--- src/rtl/carry_skip_sequencer_pkg.sv ---
// carry_skip_sequencer_pkg: shared state encoding and derived-width helpers
package carry_skip_sequencer_pkg;
  typedef enum logic [1:0] {IDLE = 2'd0, RUN = 2'd1, DONE = 2'd2} state_t;
  localparam int N_DEF = 32;
  localparam int SLICE_DEF = 4;
  function automatic int nslice(int n, int s);
    return n / s;
  endfunction
  function automatic int idx_w(int ns);
    return ns > 1 ? $clog2(ns) : 1;
  endfunction
  function automatic int skip_w(int ns);
    return $clog2(ns) + 1;
  endfunction
endpackage

--- src/rtl/carry_skip_sequencer_skip_slice.sv ---
// skip_slice: one SLICE-bit adder slice with carry-skip bypass
module skip_slice #(
  parameter int W = 4
) (
  input  logic [W-1:0] a,
  input  logic [W-1:0] b,
  input  logic         cin,
  output logic [W-1:0] s,
  output logic         p,
  output logic         cout
);
  logic [W:0] r;
  assign r = {1'b0, a} + {1'b0, b} + {{W{1'b0}}, cin};
  assign s = r[W-1:0];
  assign p = &(a ^ b);
  assign cout = p ? cin : r[W];
endmodule

--- src/rtl/carry_skip_sequencer.sv ---
// carry_skip_sequencer: round-robin arbitrated serial carry-skip adder
module carry_skip_sequencer
  import carry_skip_sequencer_pkg::*;
#(
  parameter int N = N_DEF,
  parameter int SLICE = SLICE_DEF
) (
  input  logic                          clk,
  input  logic                          rst,
  input  logic [1:0]                    Req,
  input  logic [N-1:0]                  A0,
  input  logic [N-1:0]                  B0,
  input  logic [N-1:0]                  A1,
  input  logic [N-1:0]                  B1,
  output logic [1:0]                    Gnt,
  output logic                          Busy,
  output logic                          Valid,
  output logic [N-1:0]                  Sum,
  output logic                          Cout,
  output logic                          Overflow,
  output logic                          Id,
  output logic [$clog2(N/SLICE):0]      SkipCnt
);
  localparam int NS = nslice(N, SLICE);
  localparam int IW = idx_w(NS);
  localparam int SW = skip_w(NS);
  if (N % SLICE != 0) begin : g_bad_width
    $error("N must be a multiple of SLICE");
  end
  state_t state_q, state_d;
  logic [IW-1:0] idx_q, idx_d;
  logic [SW-1:0] acc_q, acc_d, skip_q, skip_d;
  logic [N-1:0] a_q, a_d, b_q, b_d, sum_q, sum_d;
  logic carry_q, carry_d, cout_q, cout_d, ovf_q, ovf_d, id_q, id_d;
  logic ptr_q, ptr_d, busy_q, busy_d, valid_q, valid_d;
  logic [SLICE-1:0] sl_s;
  logic sl_p, sl_c;
  skip_slice #(.W(SLICE)) u_slice (
    .a(a_q[idx_q*SLICE +: SLICE]),
    .b(b_q[idx_q*SLICE +: SLICE]),
    .cin(carry_q),
    .s(sl_s),
    .p(sl_p),
    .cout(sl_c)
  );
  // arbitration, slice stepping and result capture
  always_comb begin
    Gnt = state_q == IDLE ? (Req == 2'b11 ? (ptr_q ? 2'b10 : 2'b01) : Req) : 2'b00;
    state_d = state_q;
    idx_d = idx_q;
    acc_d = acc_q;
    skip_d = skip_q;
    a_d = a_q;
    b_d = b_q;
    sum_d = sum_q;
    carry_d = carry_q;
    cout_d = cout_q;
    ovf_d = ovf_q;
    id_d = id_q;
    ptr_d = ptr_q;
    busy_d = busy_q;
    valid_d = 1'b0;
    if (state_q == IDLE && |Gnt) begin
      state_d = RUN;
      a_d = Gnt[1] ? A1 : A0;
      b_d = Gnt[1] ? B1 : B0;
      carry_d = 1'b0;
      idx_d = '0;
      acc_d = '0;
      ptr_d = ~Gnt[1];
      id_d = Gnt[1];
      busy_d = 1'b1;
    end else if (state_q == RUN) begin
      sum_d[idx_q*SLICE +: SLICE] = sl_s;
      carry_d = sl_c;
      acc_d = acc_q + SW'(sl_p);
      idx_d = idx_q + 1'b1;
      if (idx_q == IW'(NS - 1)) begin
        state_d = DONE;
        valid_d = 1'b1;
        cout_d = sl_c;
        ovf_d = (a_q[N-1] == b_q[N-1]) && (sum_d[N-1] != a_q[N-1]);
        skip_d = acc_d;
      end
    end else if (state_q == DONE) begin
      state_d = IDLE;
      busy_d = 1'b0;
    end
  end
  // state and output registers with synchronous reset
  always_ff @(posedge clk) begin
    if (rst) begin
      state_q <= IDLE;
      idx_q <= '0;
      acc_q <= '0;
      skip_q <= '0;
      a_q <= '0;
      b_q <= '0;
      sum_q <= '0;
      carry_q <= 1'b0;
      cout_q <= 1'b0;
      ovf_q <= 1'b0;
      id_q <= 1'b0;
      ptr_q <= 1'b0;
      busy_q <= 1'b0;
      valid_q <= 1'b0;
    end else begin
      state_q <= state_d;
      idx_q <= idx_d;
      acc_q <= acc_d;
      skip_q <= skip_d;
      a_q <= a_d;
      b_q <= b_d;
      sum_q <= sum_d;
      carry_q <= carry_d;
      cout_q <= cout_d;
      ovf_q <= ovf_d;
      id_q <= id_d;
      ptr_q <= ptr_d;
      busy_q <= busy_d;
      valid_q <= valid_d;
    end
  end
  assign Busy = busy_q;
  assign Valid = valid_q;
  assign Sum = sum_q;
  assign Cout = cout_q;
  assign Overflow = ovf_q;
  assign Id = id_q;
  assign SkipCnt = skip_q;
endmodule

--- config.mk ---
export PLATFORM = sky130hd
export DESIGN_NAME = carry_skip_sequencer
export DESIGN_NICKNAME = d
export VERILOG_FILES = /design/src/rtl/carry_skip_sequencer_pkg.sv /design/src/rtl/carry_skip_sequencer_skip_slice.sv /design/src/rtl/carry_skip_sequencer.sv
export SDC_FILE = /design/constraint.sdc
export NUM_CORES = 1
export LEC_CHECK = 0
export ABC_AREA = 0
export CAP_MARGIN = 5
export CORE_AREA = 5 5 130 101
export DETAILED_ROUTE_END_ITERATION = 7
export DIE_AREA = 0 0 135 106
export HOLD_SLACK_MARGIN = 0.08
export PLACE_DENSITY = 0.9
export SKIP_CTS_REPAIR_TIMING = 1
export SLEW_MARGIN = 30
export SYNTH_ARGS = -nofsm -noshare
export SYNTH_HDL_FRONTEND = slang
export SYNTH_HIERARCHICAL = 1
export SYNTH_SLANG_ARGS = --single-unit
--- constraint.sdc ---
create_clock -name clk -period 3.2 [get_ports clk]
set_input_delay 0.64 -clock clk [delete_from_list [all_inputs] [get_ports clk]]
set_output_delay 0.64 -clock clk [all_outputs]
set_load 0.01 [all_outputs]
==> flow_summary.toml <==
[outcome]
outcome = "complete, no violations"

[clock_network]
cts-htree-levels = 4
cts_tree = "yes"
ctsRootBufferMaster = "sky130_fd_sc_hd__clkbuf_16"
worstSkewPairLatency_ns = 0.40
tritoncts_sinks = 116
cts_buffer_depth = 2
cts_made_buffers = 17
clock_pin_slew_on_the_worst_setup_and_hold_paths_ns = 0.05

[critical_path]
worst_ep_required_time_ns = 2.56
critical-path-top-cell-by-count = "sky130_fd_sc_hd__clkdlybuf4s50_1"
startpoint_type = "input pin"
critical_path.n_buffers_inverters = 2
end_kind = "primary output"
timing.critical_path.slowest_cell_delay_ns = 0.60
cell_by_cell_trace_of_the_critical_path = "clkdlybuf4s50_1 -> or3b_4 -> a21oi_4 -> clkdlybuf4s50_1"
timing.reg2reg.setup_slack_ns = 0.27
path_class = "in2out"
worst-endpoint-arrival_ns = 2.41
critPathSlowestCell = "sky130_fd_sc_hd__clkdlybuf4s50_1"
worstPathMaxFanout = 4
critical_path.top_delay_family = "buffers and inverters"

[finish]
layout_common_cells = "sky130_fd_sc_hd__clkdlybuf4s50_1 (173), sky130_fd_sc_hd__dfxtp_1 (115), sky130_fd_sc_hd__nor2_1 (98), sky130_fd_sc_hd__a222oi_1 (64), sky130_fd_sc_hd__nand2_1 (62)"
final_net_count = 851
layout.filler_cells = 907
layout.cells.most_common = "sky130_fd_sc_hd__clkdlybuf4s50_1"
multi_input_gate_area_in_the_final_layout_mm2 = 0.002663
drive_above_1_share_pct = 9.484
final_core_util_pct = 64.90
area.growth.synth_to_final_pct = 46.61
regArea_mm2 = 0.002323

[logic_synthesis]
synthesis.nets = 694
synth_simple_gate_area_share_pct = 18.58
synthesis.area_mm2 = 0.005254
synth_mux_area_share_pct = 10.67
ys_types = 43
synth_compound_area_share_pct = 16.22
synth_top_area_cell = "sky130_fd_sc_hd__dfxtp_1"
post_synth_inst_count = 547
synth-async-reset-ratio_pct = 0
synth.area.top_cells = "sky130_fd_sc_hd__dfxtp_1 (44%), sky130_fd_sc_hd__a222oi_1 (12%), sky130_fd_sc_hd__nor2_1 (7.0%), sky130_fd_sc_hd__mux4_2 (6.9%), sky130_fd_sc_hd__nand2_1 (4.4%)"
syn-mean-instance-area_um2 = 9.605
seq_area_frac_synth_pct = 44.20
synth_top_flop_cell = "sky130_fd_sc_hd__dfxtp_1"
ys_ff_latch = 116
adder_cell_share_of_the_synthesized_area_pct = 3.858
synth_edf_count = 0
synth_top_family_by_area = "simple AND/OR/NAND/NOR gates"
synth_xor_xnor_area_share_pct = 1.000
ys.warnings.count = 6
yosys.area.top_type_share_pct = 44.20

[floorplanning]
top_level_ports = 175
start_util_pct = 44.27
die_w_um = 135
floorplan.core_area_mm2 = 0.01187
die_area_mm2 = 0.01431
die_y_um = 106
core.rowCount = 35

[power_and_ir_drop]
p_leak_nw = 3.000
switchingPower_uw = 969.2
sequential_share_of_power_pct = 38.3
power.total_mw = 4.122
proportion_of_power_drawn_by_the_clock_network_pct = 46.9
power_density_cells_mw_per_mm2 = 535.1
pwr-share-comb_pct = 14.8
ir_drop_mv = 0.4301
power.switching_fraction_pct = 23.52
cellInternalPower_mw = 3.152

[global_route]
grt_start_max_net_pins = 76
first_pass_grt_wire_length_mm = 26.40
globalRouteMet1Util_pct = 29.63
grt-ovfl-total = 0
grt_antenna_before_repair = 0
grt_pass1_vias = 5178
gr-usage-all-layers_pct = 22.97
grtUsageMet3_pct = 6.197
grt_use_met2_pct = 37.37
most_used_routing_layer = "met2"

[place]
detailedPlace.worstSlack_ns = 0.2083
hpwlAfterDp_mm = 11.89
gp_congestion = 0.9054
port_buffers = 174

[hold_path]
hold_path_class = "reg2reg"

[sta]
fin_skew_ns = 0.009874
fin_ws_ns = 0.1465
period_share_pct = 95.42
setup_repair_after_global_routing_missed_its_margin = "false"
max_slew.worst_pin.slew_ns = 0.7727
max_clock_freq_mhz = 327.5
max-slew-margin-rel_pct = 48.49
finalSetupTns_ns = 0
timing.final.max_slew_violations = 0
hold_viol = 0
min_period_ns = 3.054
final_count_of_negative_setup_slack_endpoints = 0

[route]
count_of_vias_placed_by_the_detailed_router = 5119
drtPass1Iterations = 8
post-route-drc-count = 0
finalWirelength_mm = 16.50
initialDrtViolationCount = 636
wl_per_cell_um = 18.67
detail-route-antenna-nets = 0
drt-vias-per-instance = 5.791

[flow_run]
cap_viol_max_count = 0
[area by class of cell]
class	instances	area share [%]
Multi-Input combinational cell	371	34.57
Sequential cell	116	30.17
Timing Repair Buffer	184	23.88
Clock buffer	24	6.384
Tap cell	166	2.697
Clock inverter	8	1.592
Inverter	14	0.6823
Antenna cell	1	0.03249
[cells in the mapped netlist (3+ instances only)]
master,n
sky130_fd_sc_hd__ha_1,13
sky130_fd_sc_hd__o21ai_0,4
sky130_fd_sc_hd__a211oi_1,3
sky130_fd_sc_hd__and3_1,3
sky130_fd_sc_hd__nor2b_1,4
sky130_fd_sc_hd__dfxtp_1,116
sky130_fd_sc_hd__buf_6,5
sky130_fd_sc_hd__xor2_1,3
sky130_fd_sc_hd__nand2_1,62
sky130_fd_sc_hd__nor3_1,3
sky130_fd_sc_hd__nand3_1,13
sky130_fd_sc_hd__a21oi_1,24
sky130_fd_sc_hd__mux4_2,16
sky130_fd_sc_hd__inv_1,13
sky130_fd_sc_hd__clkbuf_1,20
sky130_fd_sc_hd__nand4_1,3
sky130_fd_sc_hd__nor2_1,98
sky130_fd_sc_hd__mux2i_1,20
sky130_fd_sc_hd__buf_2,20
sky130_fd_sc_hd__a222oi_1,64
sky130_fd_sc_hd__xnor2_1,3
sky130_fd_sc_hd__and2_1,7
[metal layers]
| layer | up-vias | share of wire, % |
|---|---|---|
| met3 | 37 | 11 |
| met5 | - | 0 |
| met1 | 2412 | 41 |
| met2 | 316 | 47 |
| li1 | 2354 | - |
| met4 | 0 | 2.0 |
[flip-flops by register name, summed over array words and instances (netlist names)]
signal and cells:
SkipCnt 4, acc_q 4, Overflow 1, idx_q 3
Cout 1, ptr_q 1, Valid 1, Busy 1
Sum 32, carry_q 1, state_q 2, Id 1
a_q 32, b_q 32
[kinds of logic (layout without fill, tap and decap cells)]
logic type,count (synthesis),in the layout
AOI/OAI and AO/OA,101,101
muxes,36,36
buffers and inverters,60,230
adders and majority gates,15,15
other,0,1
xor gates and xnor gates,6,6
and+or+nand+nor,213,213
DFF,116,116
[worst min-delay path: stages (launching register included)]
cell and delay, ns:
sky130_fd_sc_hd__dfxtp_1 0.31, sky130_fd_sc_hd__nand2_1 0.05, sky130_fd_sc_hd__a21oi_1 0.05
[worst paths after layout]
path | end | cells after the start | from
min | Sum[30] | 2 | Sum[30]
max reg2reg | Sum[10] | 12 | idx_q[0]
min reg2reg | Sum[30] | 2 | Sum[30]
max | Gnt[1] | 4 | Req[1]
[power by group through the flow]
stage               Clock, mW  Combinational [mW]  Sequential, mW
floorplan                   0               0.333            1.58
global placement            0               0.581            1.60
detailed placement          0               0.597            1.60
CTS                      1.96               0.603            1.58
global route             2.03               0.658            1.58
finish                   1.93               0.611            1.58
[stage by stage]
step                cell area [um2]  hold WS (ns)  instances
global placement               7079        0.4396        851
CTS                            7694        0.4583        883
global route                   7700        0.4719        883
detailed placement             7079        0.4490        851
floorplan                      5254        0.4406        547
finish                         7702        0.4552        884
Power figures use the tool's default switching activity.
